$ cat src/rtl/control_riego.sv
// control_riego: watering-decision stage.
// It samples the asynchronous soil comparator 'seco' through a 2-flop synchroniser and
// debounces the result. A three-state sequencer (IDLE -> REGANDO -> ESPERA) decides
// when to water, enforcing a minimum time, a maximum time and a cooldown.
// Interface semantics: there is no handshake. 'regar' is a registered level that is high
// exactly while 'estado' == REGANDO, and downstream stages sample it every cycle.
// 'estado' also serves as the debug view of the FSM state register.
module control_riego #(
    parameter int unsigned DEBOUNCE_CYC  = 500_000,
    parameter int unsigned RIEGO_MIN_CYC = 60_000_000,
    parameter int unsigned RIEGO_MAX_CYC = 600_000_000,
    parameter int unsigned ESPERA_CYC    = 300_000_000
) (
    input  logic       clk,
    input  logic       rst_n,
    input  logic       seco,
    input  logic       habilitar,
    output logic       regar,
    output logic [1:0] estado,
    output logic       falla_sensor,
    output logic [7:0] num_riegos
);

    // State encoding; 3 is unused and folds back to IDLE.
    localparam logic [1:0] ST_IDLE    = 2'd0;
    localparam logic [1:0] ST_REGANDO = 2'd1;
    localparam logic [1:0] ST_ESPERA  = 2'd2;

    // Last count value of each timed window (windows are counted from 0).
    localparam logic [31:0] DB_LAST  = 32'(DEBOUNCE_CYC - 1);
    localparam logic [31:0] MIN_LAST = 32'(RIEGO_MIN_CYC - 1);
    localparam logic [31:0] MAX_LAST = 32'(RIEGO_MAX_CYC - 1);
    localparam logic [31:0] ESP_LAST = 32'(ESPERA_CYC - 1);

    localparam logic [7:0] NUM_SAT = 8'hFF;

    // Synchroniser and debounce state
    logic        seco_m;
    logic        seco_s;
    logic        seco_db;
    logic [31:0] db_cnt;

    // Sequencer state
    logic [1:0]  state;
    logic [1:0]  state_nx;
    logic [31:0] t;
    logic        falla_nx;
    logic [7:0]  num_nx;
    logic        t_clr;

    // Two-flop synchroniser for the asynchronous comparator output.
    always_ff @(posedge clk or negedge rst_n) begin
        if (!rst_n) begin
            seco_m <= 1'b0;
            seco_s <= 1'b0;
        end else begin
            seco_m <= seco;
            seco_s <= seco_m;
        end
    end

    // Debounce: the filtered level follows seco_s only after it has disagreed for
    // DEBOUNCE_CYC consecutive cycles; any agreement restarts the count.
    always_ff @(posedge clk or negedge rst_n) begin
        if (!rst_n) begin
            seco_db <= 1'b0;
            db_cnt  <= 32'd0;
        end else if (seco_s == seco_db) begin
            db_cnt  <= 32'd0;
        end else if (db_cnt == DB_LAST) begin
            seco_db <= seco_s;
            db_cnt  <= 32'd0;
        end else begin
            db_cnt  <= db_cnt + 32'd1;
        end
    end

    // Next-state logic; a disabled system always returns to IDLE and drops the fault.
    // In REGANDO the maximum-time exit is tested first so it wins over a wet reading.
    always_comb begin
        state_nx = state;
        falla_nx = falla_sensor;
        num_nx   = num_riegos;
        if (!habilitar) begin
            state_nx = ST_IDLE;
            falla_nx = 1'b0;
        end else begin
            case (state)
                ST_IDLE: begin
                    if (seco_db) begin
                        state_nx = ST_REGANDO;
                        if (num_riegos != NUM_SAT) begin
                            num_nx = num_riegos + 8'd1;
                        end
                    end
                end
                ST_REGANDO: begin
                    if (t == MAX_LAST) begin
                        state_nx = ST_ESPERA;
                        falla_nx = 1'b1;
                    end else if ((t >= MIN_LAST) && !seco_db) begin
                        state_nx = ST_ESPERA;
                    end
                end
                ST_ESPERA: begin
                    if (t == ESP_LAST) begin
                        state_nx = ST_IDLE;
                    end
                end
                default: begin
                    state_nx = ST_IDLE;
                end
            endcase
        end
    end

    // The state timer restarts on any state change and whenever the system is disabled.
    assign t_clr = !habilitar || (state_nx != state);

    // State register, state timer and registered outputs; regar mirrors the next state
    // so that it lines up with estado == REGANDO.
    always_ff @(posedge clk or negedge rst_n) begin
        if (!rst_n) begin
            state        <= ST_IDLE;
            t            <= 32'd0;
            regar        <= 1'b0;
            falla_sensor <= 1'b0;
            num_riegos   <= 8'd0;
        end else begin
            state        <= state_nx;
            t            <= t_clr ? 32'd0 : (t + 32'd1);
            regar        <= (state_nx == ST_REGANDO);
            falla_sensor <= falla_nx;
            num_riegos   <= num_nx;
        end
    end

    assign estado = state;

endmodule

$ cat config.mk
export PLATFORM = sky130hd
export DESIGN_NAME = control_riego
export DESIGN_NICKNAME = d
export VERILOG_FILES = /design/src/rtl/control_riego.sv
export SDC_FILE = /design/constraint.sdc
export NUM_CORES = 1
export LEC_CHECK = 0
export CAP_MARGIN = 5
export CORE_ASPECT_RATIO = 0.5
export CORE_MARGIN = 2
export CORE_UTILIZATION = 65
export CTS_BUF_LIST = sky130_fd_sc_hd__clkbuf_8
export DETAILED_ROUTE_END_ITERATION = 10
export GPL_TIMING_DRIVEN = 0
export PLACE_DENSITY = 0.92
export SYNTH_ARGS = -nofsm -noshare
export SYNTH_HDL_FRONTEND = slang
export SYNTH_SLANG_ARGS = --single-unit
$ cat constraint.sdc
create_clock -name clk -period 5.9 [get_ports clk]
set_clock_uncertainty 0.05 [all_clocks]
set_input_delay 0.59 -clock clk [delete_from_list [all_inputs] [get_ports clk]]
set_output_delay 0.59 -clock clk [all_outputs]
set_load 0.1 [all_outputs]
After elaboration in Yosys (flattened, before gate mapping)

Index checks and enable logic that the tools add are counted.

Bits in registers: 79
Bits of input ports: 4
Output and inout port bits: 12
Logic and storage cells: 45

$add $sub $neg: 3
Magnitude comparators: 1
Eq/ne operators: 11
Mux-type cells: 12
Bitwise gates (word level): 1
Reduce and logical (&&, ||, !) cells: 8

Operator list:

| kind                                                                 | number |
|---|---|
| two-way mux 32 bit                                                   | 3 |
| adder 32 x 1 -> 32 bit (second input constant)                       | 2 |
| equality test 32 x 19 -> 1 bit (second input constant)               | 1 |
| equality test 32 x 29 -> 1 bit (second input constant)               | 1 |
| equality test 32 x 30 -> 1 bit (second input constant)               | 1 |
| greater-or-equal comparator 32 x 26 -> 1 bit (second input constant) | 1 |
| two-way mux 2 bit                                                    | 5 |
| adder 8 x 1 -> 8 bit (second input constant)                         | 1 |
| inequality test 8 bit (second input constant)                        | 1 |
| one-hot mux 2 bit (3 select lines)                                   | 1 |
| equality test 2 x 1 -> 1 bit (second input constant)                 | 2 |
| inequality test 2 x 1 -> 1 bit (second input constant)               | 2 |
| AND reduction 2 bit                                                  | 2 |
| AND reduction 4 bit                                                  | 1 |
| two-way mux 1 bit                                                    | 3 |
| equality test 2 bit (second input constant)                          | 1 |
| zero test 1 bit                                                      | 2 |
| zero test 2 bit                                                      | 1 |
| inequality test 2 bit                                                | 1 |
| equality test 1 bit                                                  | 1 |
| logical AND 1 bit                                                    | 1 |
| logical OR 1 bit                                                     | 1 |
| inverter 1 bit                                                       | 1 |

Longest topological paths before layout

Gate-level depths: netlist of run 1.

Word-level depth: 9
Gate-level depth with buffers: 8
Mapped depth without buffers: 7

Worst setup path after synthesis of run 1

Ideal clock, no wire load.

Path kind: register -> register
From: register num_riegos[0]
To: register num_riegos[1]
Setup time: 0.126 ns
Data arrival time: 2.166 ns
Data required time: 5.724 ns
Slack: 3.558 ns
Cell stages (with the launch flop): 5
Buffers on the path: 0
Clock period less this slack: 2.342 ns
Path through: dfrtp_1 ha_1 and3_1 a31oi_1 mux2_2

Longest elaborated chain between the ends: 2
Elaborated cells between the ends (all ways): 3
Classes of those cells: 1 x add/sub; 1 x eq/ne; 1 x reduce/logical

RTL lines:

| what                                                                         | line | source |
|---|---|---|
| start, declared                                                              | 21   | `output logic [7:0] num_riegos` |
| start signal, assigned                                                       | 134  | `num_riegos <= num_nx;` |
| parallel branches: the longest is 2 deep, another holds adder 8 x 1 -> 8 bit | --   |  |

Parallel ways; which one is timed is not known.
A chain may end at the register's enable or synchronous reset.

Final worst setup path of run 1

From: register num_riegos[5]
To: output num_riegos[5]

No word-level cell between the ends.

==> reports/metrics.cfg, run 1 <==
[run_status]
status = completed

[setup_path]
path_cells = clkdlybuf4s50_1
crit_path_end_kind = output pin
cp_max_fo = 4
cp_slowest_stage_delay_ns = 1.18
critPathSlowestCell = clkdlybuf4s50_1
worstPathArrival_ns = 1.98
critPathBufInv = 1
critPathRequiredTime_ns = 5.26
critPathTopFamily = buffers and inverters
path_class = reg2out
startpoint_type = flip-flop

[floorplanning]
num_rows = 20
io_pins = 16
die_h_um = 59.18
die_area_mm2 = 0.006767
initial_core_util = 0.6617
core-area_mm2 = 0.005981
dieWidth_um = 114.4

[yosys]
yosysTopAreaCellShare = 0.4995
synth-edff-count = 0
mappedNetlistNets = 400
syn_area_mm2 = 0.003958
syn_avg_cell_area_um2 = 10.07
async_flop_share = 1.000
synth.area.top_cells = dfrtp_1 50%, xor2_1 8.6%, nor2_1 6.1%
yosys_warnings = 0
ys_ff_latch = 79
yosysMostFrequentCell = dfrtp_1
synth-seq-area-share = 0.4995
syn-instance-count = 393
yosys.area.top_type = dfrtp_1
synthDistinctLibCells = 44
synth-main-ff-cell = dfrtp_1
synthTopCellsByCount = 79 x dfrtp_1, 64 x nor2_1, 39 x xor2_1, 27 x xnor2_1

[final_layout]
design_area_mm2 = 0.004434
fin_cells = 502
fin_util = 0.7414
nets = 427
diodes = 0
drive_gt1_frac = 0.1012
area_growth_pct = 12.05

[timing]
clock.fmax_ghz = 0.3813
worstMarginPinSlew_ns = 0.9877
fin_crit_sh = 0.4445
slew_viol_final = 0
rsz0062_at_grt = no
setup_slack_ns = 3.277
finalWorstPathRequiredPeriod_ns = 2.623
setup_tns_ns = 0
relSlewSlack = 0.3394
hold_violations = 0
setup_viol_count_final = 0

[pwr]
p_comb_frac = 0.053
intPower_mw = 0.7856
peakVddDrop_uv = 209.7
switching_power_mw = 0.2541
pwr-share-seq = 0.547
swShare = 0.2444
leakagePower_nw = 1.930
p_clk_frac = 0.400
power-per-cell-area_mw_per_mm2 = 234.5

[route]
vias = 3054
vias_per_cell = 6.084
drc_errors = 0
postRouteAntennaNets = 0
dr.pass1.iters = 6
detail_route.iter0.violations = 209
routed_wl_mm = 8.270
routed_wire_length_per_instance_um = 16.47

[placed_design]
gp_congestion = 0.8330
pre_cts_ws_ns = 3.188
place_area_mm2 = 0.004229
dp.cells = 486
hpwl_mm = 5.674
io_buffers = 15

[flow_run]
maxCapViolCount = 0

[clock_network]
hold_buffers = 0
clkTransAtPathRegs_ns = 0.08
cts.sinks = 79
cts_tree = built
clock_latency_ns = 0.37
numCtsBuffers = 9
clock-root-buffer = clkbuf_8
post_cts_resized = 0
cts_max_level = 3
clk_path_buf_depth = 2
post_cts.repair.setup_buffers = 0

[grt]
grt_overflow = 0
antenna_found_initial = 0
grt_pass1_wl_mm = 14.10
grt_start_max_net_pins = 58
grt_pass1_vias = 3033
grt_usage = 0.2733

[worst_hold_path]
hold_class = in2async

[final cells by class]
class / count / area [um^2]
clock inverter: 6 / 67.56
clock buffer: 10 / 137.6
buffer: 10 / 71.32
inverter: 5 / 18.77
multi-input combinational: 299 / 1891
fill: 397 / 1546
timing repair buffer: 16 / 175.2
tap: 77 / 96.34
sequential: 79 / 1977
[registers in the layout (all words and copies together), names as in the netlist]
register and cells:
regar 1, seco_s 1, seco_db 1, db_cnt 32, seco_m 1, num_riegos 8, falla_sensor 1, t 32
estado 2
[path summary, 6_finish.rpt]
| path | endpoint | slack (ns) | startpoint | cells past startpoint |
|---|---|---|---|---|
| setup / recovery | num_riegos[5] | 3.28 | num_riegos[5]$_DFFE_PN0P_ | 1 |
| hold / removal | db_cnt[18]$_DFF_PN0_ | 0.06 | rst_n | 1 |
| setup reg to reg | db_cnt[28]$_DFF_PN0_ | 3.49 | db_cnt[21]$_DFF_PN0_ | 8 |
| hold reg to reg | seco_s$_DFF_PN0_ | 0.30 | seco_m$_DFF_PN0_ | 0 |
| max in group asynchronous | t[0]$_DFF_PN0_ | 5.16 | rst_n | 2 |
| min in group clk | seco_s$_DFF_PN0_ | 0.30 | seco_m$_DFF_PN0_ | 0 |
[placed cells by master (no fill, tap or decap), drive strengths merged, types with 2 or more instances in the layout]
master	count
nor4	10
and3b	2
nand3	25
mux2	2
and3	17
or4	3
and4	4
a21oi	2
buf	8
clkinvlp	2
xnor2	27
nor2b	5
nor4b	3
inv	7
o21ai	5
o21a	2
xor2	39
or4bb	2
dfrtp	79
nor3	9
clkdlybuf4s50	14
clkbuf	14
and2	2
ha	3
nand2b	2
nand2	25
nand4	23
nor2	74
[metal layers]
layer | track usage | up-vias | part of all wire
met2 | 0.4711 | 108 | 0.50
met5 | 0 | - | 0
met1 | 0.3257 | 1512 | 0.42
met4 | 0.1063 | 0 | 0.026
li1 | - | 1408 | -
met3 | 0.09202 | 26 | 0.052
[power groups by stage]
stage | clock [mW] | combinational (mW) | sequential (mW)
2_1_floorplan | 0 | 0.0318 | 0.576
3_3_place_gp | 0 | 0.0483 | 0.577
3_5_place_dp | 0 | 0.0549 | 0.579
4_1_cts | 0.423 | 0.0558 | 0.568
5_1_grt | 0.444 | 0.0620 | 0.571
6_report | 0.416 | 0.0546 | 0.569
[kinds of logic (layout without fill, tap and decap cells)]
logic type / count (synthesis) / in the layout / share of synthesized area
simple gates: 213 / 213 / 0.2858
fa+ha+maj: 3 / 3 / 0.009486
mux: 2 / 2 / 0.005690
buf+inv: 15 / 47 / 0.02276
flops: 79 / 79 / 0.4995
xor+xnor: 66 / 66 / 0.1461
compound gates: 15 / 15 / 0.03067
[per-stage QoR]
step                      power (mW)  hold slack (ns)
after global routing           1.077          0.06066
after detailed placement      0.6340           0.2916
final                          1.040          0.06049
after floorplan               0.6077           0.2444
after global placement        0.6258           0.2866
after CTS                      1.047          0.05587
No activity file was read; power rests on OpenSTA's default activity.
==> run 2: changes to the inputs <==
Settings changed: CORE_UTILIZATION 65 to 63, PLACE_DENSITY 0.92 to 0.9.
Clock period 5.9 ns to 2.6 ns, I/O delays scaled along.
==> run 2 against run 1 <==
Final cell count up 2.4%. Sequential power up 130%. Global-route usage up 0.17 points. Wire length up 2.8%. Worst hold slack better by 0.22 ns. First-iteration DRC count up 39%. Register-to-register slack worse by 3.3 ns. Highest routed layer unchanged. Clock power rose to 2.5 times the previous value. Core utilization down 0.46 points. Largest cell class unchanged. Power up 140%. Critical path depth up 7.
==> reports/metrics.cfg, run 2 (synthesis gave the netlist of run 1 again) <==
[route]
met1Wirelength_mm = 3.623  ; was 3.472 mm
top_layer_used = met4  ; unchanged
postRouteAntennaNets = 0  ; unchanged
detail_route.iter0.violations = 290  ; was 209
routed_wl_mm = 8.498  ; was 8.270 mm
vias_per_cell = 6.010  ; was 6.084
dr.pass1.iters = 5  ; was 6
vias = 3089  ; was 3054
drc_errors = 0  ; unchanged
wl_met3_um = 522  ; was 434 um
routed_wire_length_per_instance_um = 16.53  ; was 16.47 um
wl_met2_mm = 4.144  ; was 4.147 mm

[worst_hold_path]
hold_class = in2reg  ; was in2async
whs_endpoint = seco_m$_DFF_PN0_
worstHoldStart = seco
hold_depth = 1

[pwr]
p_comb_frac = 0.049  ; was 0.053
p_clk_frac = 0.425  ; was 0.400
intPower_mw = 1.860  ; was 0.7856 mW
peakVddDrop_uv = 382.4  ; was 209.7 uV
switching_power_mw = 0.5908  ; was 0.2541 mW
leakagePower_nw = 1.943  ; was 1.930 nW
swShare = 0.2411  ; was 0.2444
pwr-share-seq = 0.526  ; was 0.547
power-per-cell-area_mw_per_mm2 = 546.9  ; was 234.5 mW/mm^2

[placed_design]
pre_cts_ws_ns = 0.2096  ; was 3.188 ns
io_buffers = 15  ; unchanged
gp_congestion = 0.8595  ; was 0.8330
hpwl_mm = 5.567  ; was 5.674 mm
dp.cells = 497  ; was 486

[floorplanning]
die_h_um = 60.05  ; was 59.18 um
initial_core_util = 0.6508  ; was 0.6617
dieWidth_um = 116.1  ; was 114.4 um
num_rows = 20  ; unchanged
core-area_mm2 = 0.006081  ; was 0.005981 mm^2
io_pins = 16  ; unchanged
die_area_mm2 = 0.006970  ; was 0.006767 mm^2

[setup_path]
worstPathArrival_ns = 2.67  ; was 1.98 ns
critPathSlowestCell = or4_1  ; was clkdlybuf4s50_1
crit_path_end_kind = flip-flop  ; was output pin
reg2reg_depth = 8  ; unchanged
critPathRequiredTime_ns = 2.82  ; was 5.26 ns
r2r_start = db_cnt[21]$_DFF_PN0_  ; unchanged
cp_max_fo = 10  ; was 4
reg2reg_to = db_cnt[31]$_DFF_PN0_  ; was db_cnt[28]$_DFF_PN0_
startpoint_type = flip-flop  ; unchanged
path_cells = or4_1 > nor4_1 > nand3_1 > nor3_1 > or2_2 > clkbuf_1 > buf_4 > nor2_1  ; was clkdlybuf4s50_1
critPathTopFamily = simple AND/OR/NAND/NOR gates  ; was buffers and inverters
cp_slowest_stage_delay_ns = 0.54  ; was 1.18 ns
critPathBufInv = 2  ; was 1
ff2ff_setup_slack_ns = 0.14  ; was 3.49 ns
path_class = reg2reg  ; was reg2out

[clock_network]
cts_tree = built  ; unchanged
cts_max_level = 3  ; unchanged
clock-root-buffer = clkbuf_8  ; unchanged
post_cts_resized = 0  ; unchanged
clkTransAtPathRegs_ns = 0.09  ; was 0.08 ns
numCtsBuffers = 9  ; unchanged
post_cts.repair.setup_buffers = 0  ; unchanged
clock_latency_ns = 0.37  ; about the same
clk_path_buf_depth = 2  ; unchanged
cts.sinks = 79  ; unchanged

[flow_run]
maxCapViolCount = 0  ; unchanged

[timing]
hold_violations = 0  ; unchanged
setup_tns_ns = 0  ; unchanged
setup_viol_count_final = 0  ; unchanged
slew_viol_final = 0  ; unchanged
rsz0062_at_grt = no  ; unchanged
clock.fmax_ghz = 0.4067
hold_ws_ns = 0.2772  ; was 0.06049 ns
setup_slack_ns = 0.1413  ; was 3.277 ns
worstMarginPinSlew_ns = 0.9881  ; was 0.9877 ns
fin_crit_sh = 0.9457
finalWorstPathRequiredPeriod_ns = 2.459
relSlewSlack = 0.3392  ; was 0.3394

[final_layout]
fin_cells = 514  ; was 502
area_growth_pct = 13.22  ; was 12.05%
drive_gt1_frac = 0.1009  ; was 0.1012
nets = 428  ; was 427
mostFrequentLayoutCells = 79 x dfrtp_1, 64 x nor2_1, 39 x xor2_1, 27 x xnor2_1  ; unchanged
fin_util = 0.7368  ; was 0.7414
diodes = 0  ; unchanged
largestRegisters = db_cnt: 32 flops, t: 32 flops, num_riegos: 8 flops  ; unchanged
final_common_cell = dfrtp_1  ; unchanged

[grt]
grt_pass1_vias = 3091  ; was 3033
grt_pass1_wl_mm = 14.48  ; was 14.10 mm
grt_start_max_net_pins = 51  ; was 58
antenna_found_initial = 0  ; unchanged
grt_overflow = 0  ; unchanged
grt_usage = 0.2750  ; was 0.2733

[run_status]
status = completed  ; unchanged

[run 2: how the worst max path moves through the flow]
stage	from	end	slack [ns]	depth (start not counted)
after floorplan	num_riegos[0]$_DFFE_PN0P_	num_riegos[1]$_DFFE_PN0P_	0.26	4
after global placement	rst_n	t[1]$_DFF_PN0_	-1.30	1
after detailed placement	db_cnt[21]$_DFF_PN0_	db_cnt[24]$_DFF_PN0_	0.21	8
after CTS	db_cnt[21]$_DFF_PN0_	db_cnt[31]$_DFF_PN0_	0.19	8
after global routing	db_cnt[21]$_DFF_PN0_	db_cnt[23]$_DFF_PN0_	0.02	8
final	db_cnt[21]$_DFF_PN0_	db_cnt[31]$_DFF_PN0_	0.14	8
[run 2: cell type report]
cell class | count | area, um^2
fill | 410 | 1600
multi-input combinational | 299 | 1891
buffer | 10 | 71.32
inverter | 5 | 18.77
sequential | 79 | 1977
timing repair buffer | 17 | 185.2
tap | 88 | 110.1
clock buffer | 9 | 123.9
clock inverter | 7 | 103.9
[run 2: layer usage]
layer,track usage,up-vias
li1,-,1411
met1,0.3338,1531
met2,0.4503,118
met3,0.09331,29
met4,0.1361,0
met5,0,-
[run 2: power by group through the flow]
stage	sequential, mW	combinational [mW]	clock (mW)
finish	1.29	0.120	1.04
global route	1.30	0.136	1.11
CTS	1.29	0.123	1.05
detailed placement	1.31	0.120	0
global placement	1.31	0.110	0
floorplan	1.31	0.0722	0
[run 2: through the flow]
stage	total power [mW]	instance area (um^2)
6_report	2.451	4481
5_1_grt	2.542	4481
4_1_cts	2.467	4481
3_5_place_dp	1.434	4243
3_3_place_gp	1.420	4218
2_1_floorplan	1.379	3958
[run 2: worst register-to-register path, stage by stage, from the launching register on]
cell	delay (ns)
dfrtp_1	0.43
or4_1	0.54
nor4_1	0.30
nand3_1	0.12
nor3_1	0.26
or2_2	0.16
clkbuf_1	0.19
buf_4	0.22
nor2_1	0.08
[run 2: repair_timing]
action / 4_1_cts / 5_1_grt
hold buffers: 1 / 0
hold endpoints to repair: 29 / 0
endpoints found under the setup margin: 0 / 0
==> run 3: changes to the inputs <==
Settings changed: ABC_AREA from default to 1, CORE_UTILIZATION 63 to 64, PLACE_DENSITY 0.9 to 0.91.
==> run 3 against run 2 <==
Power fell by 11%. Clock-buffer cell count stayed put. Combinational power fell by 35%. Non-clock buffer count down 3. Via count grew 29%. Register-to-register slack better by 0.38 ns. Die area rose by 12%. Maximum frequency grew 5.9%. Largest power group unchanged. Synthesized cell count increased by 51%.
==> reports/metrics.cfg, run 3 <==
[run_status]
status = completed  ; unchanged

[setup_path]
critPathTopFamily = buffers and inverters  ; was simple AND/OR/NAND/NOR gates
worstPathArrival_ns = 2.01  ; was 2.67 ns
crit_path_end_kind = output pin  ; was flip-flop
cp_slowest_stage_delay_ns = 1.19  ; was 0.54 ns
critPathBufInv = 1  ; was 2
critPathSlowestCell = clkdlybuf4s50_1  ; was or4_1
ff2ff_setup_slack_ns = 0.52  ; was 0.14 ns
r2r_start = db_cnt[0]$_DFF_PN0_  ; was db_cnt[21]$_DFF_PN0_
path_cells = clkdlybuf4s50_1  ; was or4_1 > nor4_1 > nand3_1 > nor3_1 > or2_2 > clkbuf_1 > buf_4 > nor2_1
path_class = reg2out  ; was reg2reg
reg2reg_to = db_cnt[28]$_DFF_PN0_  ; was db_cnt[31]$_DFF_PN0_
crit_end = estado[1]  ; was db_cnt[31]$_DFF_PN0_
path_depth = 1  ; was 8
critPathRequiredTime_ns = 2.29  ; was 2.82 ns
cp_max_fo = 6  ; was 10
startpoint_type = flip-flop  ; unchanged
crit_start = estado[1]$_DFF_PN0_  ; was db_cnt[21]$_DFF_PN0_
reg2reg_depth = 10  ; was 8

[yosys]
ys_ff_latch = 79  ; unchanged
synth.area.top_cells = dfrtp_1 44%, nor2_1 10%, nand2_1 8.9%  ; was dfrtp_1 50%, xor2_1 8.6%, nor2_1 6.1%
synth-edff-count = 0  ; unchanged
synthDistinctLibCells = 29  ; was 44
async_flop_share = 1.000  ; unchanged
yosys_warnings = 0  ; unchanged
synth-seq-area-share = 0.4363  ; was 0.4995
synth-main-ff-cell = dfrtp_1  ; unchanged
yosysTopAreaCellShare = 0.4363  ; was 0.4995
yosys.area.top_type = dfrtp_1  ; unchanged
mappedNetlistNets = 599  ; was 400
synthTopCellsByCount = 125 x nor2_1, 108 x nand2_1, 79 x dfrtp_1, 75 x inv_1, 39 x xor2_1  ; was 79 x dfrtp_1, 64 x nor2_1, 39 x xor2_1, 27 x xnor2_1
syn-instance-count = 592  ; was 393
yosysMostFrequentCell = nor2_1  ; was dfrtp_1
syn_area_mm2 = 0.004531  ; was 0.003958 mm^2
syn_avg_cell_area_um2 = 7.653  ; was 10.07 um^2

[final_layout]
drive_gt1_frac = 0.06090  ; was 0.1009
diodes = 0  ; unchanged
fin_cells = 716  ; was 514
n_fill_cell = 503  ; was 410
fin_util = 0.7390  ; was 0.7368
area_growth_pct = 10.58  ; was 13.22%
mostFrequentLayoutCells = 125 x nor2_1, 108 x nand2_1, 79 x dfrtp_1, 77 x inv_1, 39 x xor2_1  ; was 79 x dfrtp_1, 64 x nor2_1, 39 x xor2_1, 27 x xnor2_1
final_common_cell = nor2_1  ; was dfrtp_1
largestRegisters = db_cnt: 32 flops, t: 32 flops, num_riegos: 8 flops  ; unchanged
nets = 627  ; was 428

[grt]
grt_usage = 0.2913  ; was 0.2750
grt_pass1_vias = 3755  ; was 3091
grt_start_max_net_pins = 60  ; was 51
grt_pass1_wl_mm = 17.46  ; was 14.48 mm
grt_overflow = 0  ; unchanged
antenna_found_initial = 0  ; unchanged

[floorplanning]
num_rows = 21  ; was 20
die_h_um = 63.50  ; was 60.05 um
dieWidth_um = 123.0  ; was 116.1 um
initial_core_util = 0.6683  ; was 0.6508
die_area_mm2 = 0.007809  ; was 0.006970 mm^2
core-area_mm2 = 0.006779  ; was 0.006081 mm^2
io_pins = 16  ; unchanged

[route]
vias = 3983  ; was 3089
postRouteAntennaNets = 0  ; unchanged
routed_wire_length_per_instance_um = 14.48  ; was 16.53 um
routed_wl_mm = 10.37  ; was 8.498 mm
detail_route.iter0.violations = 499  ; was 290
vias_per_cell = 5.563  ; was 6.010
drc_errors = 0  ; unchanged
top_layer_used = met4  ; unchanged
wl_met3_um = 718  ; was 522 um
met1Wirelength_mm = 4.504  ; was 3.623 mm
wl_met2_mm = 4.997  ; was 4.144 mm
dr.pass1.iters = 7  ; was 5

[placed_design]
dp.cells = 700  ; was 497
pre_cts_ws_ns = 0.5306  ; was 0.2096 ns
gp_congestion = 0.9455  ; was 0.8595
hpwl_mm = 7.805  ; was 5.567 mm
io_buffers = 15  ; unchanged

[timing]
setup_slack_ns = 0.2781  ; was 0.1413 ns
setup_viol_count_final = 0  ; unchanged
relSlewSlack = 0.3406  ; was 0.3392
fin_crit_sh = 0.8930  ; was 0.9457
hold_violations = 0  ; unchanged
worstMarginPinSlew_ns = 0.9860  ; was 0.9881 ns
finalWorstPathRequiredPeriod_ns = 2.322  ; was 2.459 ns
slew_viol_final = 0  ; unchanged
hold_ws_ns = 0.2688  ; was 0.2772 ns
rsz0062_at_grt = no  ; unchanged
clock.fmax_ghz = 0.4307  ; was 0.4067 GHz

[flow_run]
maxCapViolCount = 0  ; unchanged

[clock_network]
clkTransAtPathRegs_ns = 0.08  ; was 0.09 ns
numCtsBuffers = 9  ; unchanged
cts_max_level = 3  ; unchanged
post_cts.repair.setup_buffers = 0  ; unchanged
clock_latency_ns = 0.37  ; about the same
clock-root-buffer = clkbuf_8  ; unchanged
clk_path_buf_depth = 2  ; unchanged
cts_tree = built  ; unchanged
cts.sinks = 79  ; unchanged

[pwr]
power.total_mw = 2.190  ; was 2.451 mW
peakVddDrop_uv = 326.3  ; was 382.4 uV
power-per-cell-area_mw_per_mm2 = 437.2  ; was 546.9 mW/mm^2
leakagePower_nw = 2.080  ; was 1.943 nW

[worst_hold_path]
hold_class = in2async  ; was in2reg

## run 3: cell types whose count changed after synthesis, sizes merged, moves of 4 or more
cell and delta:
nand2 +89, a21oi +4, nand3 +11, nor2 +58
nor3b +4, nor3 +26, inv +71, nor2b -5
and3 -16, xnor2 -12, and4 -4
## run 3: cell type report
type | instances | area [um^2] | area share
Multi-Input combinational cell | 430 | 2217 | 0.4426
Sequential cell | 79 | 1977 | 0.3946
Inverter | 76 | 285.3 | 0.05694
Timing Repair Buffer | 17 | 185.2 | 0.03696
Clock buffer | 9 | 123.9 | 0.02473
Tap cell | 92 | 115.1 | 0.02298
Clock inverter | 6 | 55.05 | 0.01099
Buffer | 7 | 51.30 | 0.01024
## run 3: routing by layer
metal | vias up | track usage
met5 | - | 0
met4 | 0 | 0.09801
met3 | 16 | 0.06522
met2 | 168 | 0.4703
met1 | 1864 | 0.3904
li1 | 1935 | -
## run 3: timing repair
| action | CTS | global route |
|---|---|---|
| gates resized for setup | 0 | 0 |
| hold buffers | 1 | 0 |
| endpoints found under the hold margin | 20 | 0 |
## run 3: cells by family after synthesis
logic type | after synthesis | share of synthesized area
buffers and inverters | 83 | 0.07429
XOR/XNOR | 54 | 0.1044
AND/OR/NAND/NOR | 356 | 0.3563
AO/OA/AOI/OAI | 17 | 0.02044
flip-flops | 79 | 0.4363
adder cells (fa/ha/maj) | 3 | 0.008286
## run 3: stage by stage
| step | TNS (ns) | cell area, um^2 |
|---|---|---|
| after floorplan | 0 | 4531 |
| after global placement | -111.66 | 4796 |
| after detailed placement | 0 | 4821 |
| after CTS | 0 | 5010 |
| after global routing | 0 | 5010 |
| final | 0 | 5010 |
## run 3: worst min-delay path by stage
stage	start	endpoint	slack [ns]	depth (start not counted)
global route	seco	seco_m$_DFF_PN0_	0.27	1
global placement	seco_m$_DFF_PN0_	seco_s$_DFF_PN0_	0.28	0
detailed placement	rst_n	t[2]$_DFF_PN0_	0.11	1
CTS	rst_n	t[22]$_DFF_PN0_	0.26	2
floorplan	rst_n	db_cnt[0]$_DFF_PN0_	-0.09	0
finish	rst_n	t[22]$_DFF_PN0_	0.27	2
## run 3: power by group
group	switching [mW]	internal (mW)	leakage [nW]
sequential	0.00928	1.24	1.09
clock	0.438	0.428	0.0975
combinational	0.0541	0.0244	0.893
total	0.501	1.69	2.08
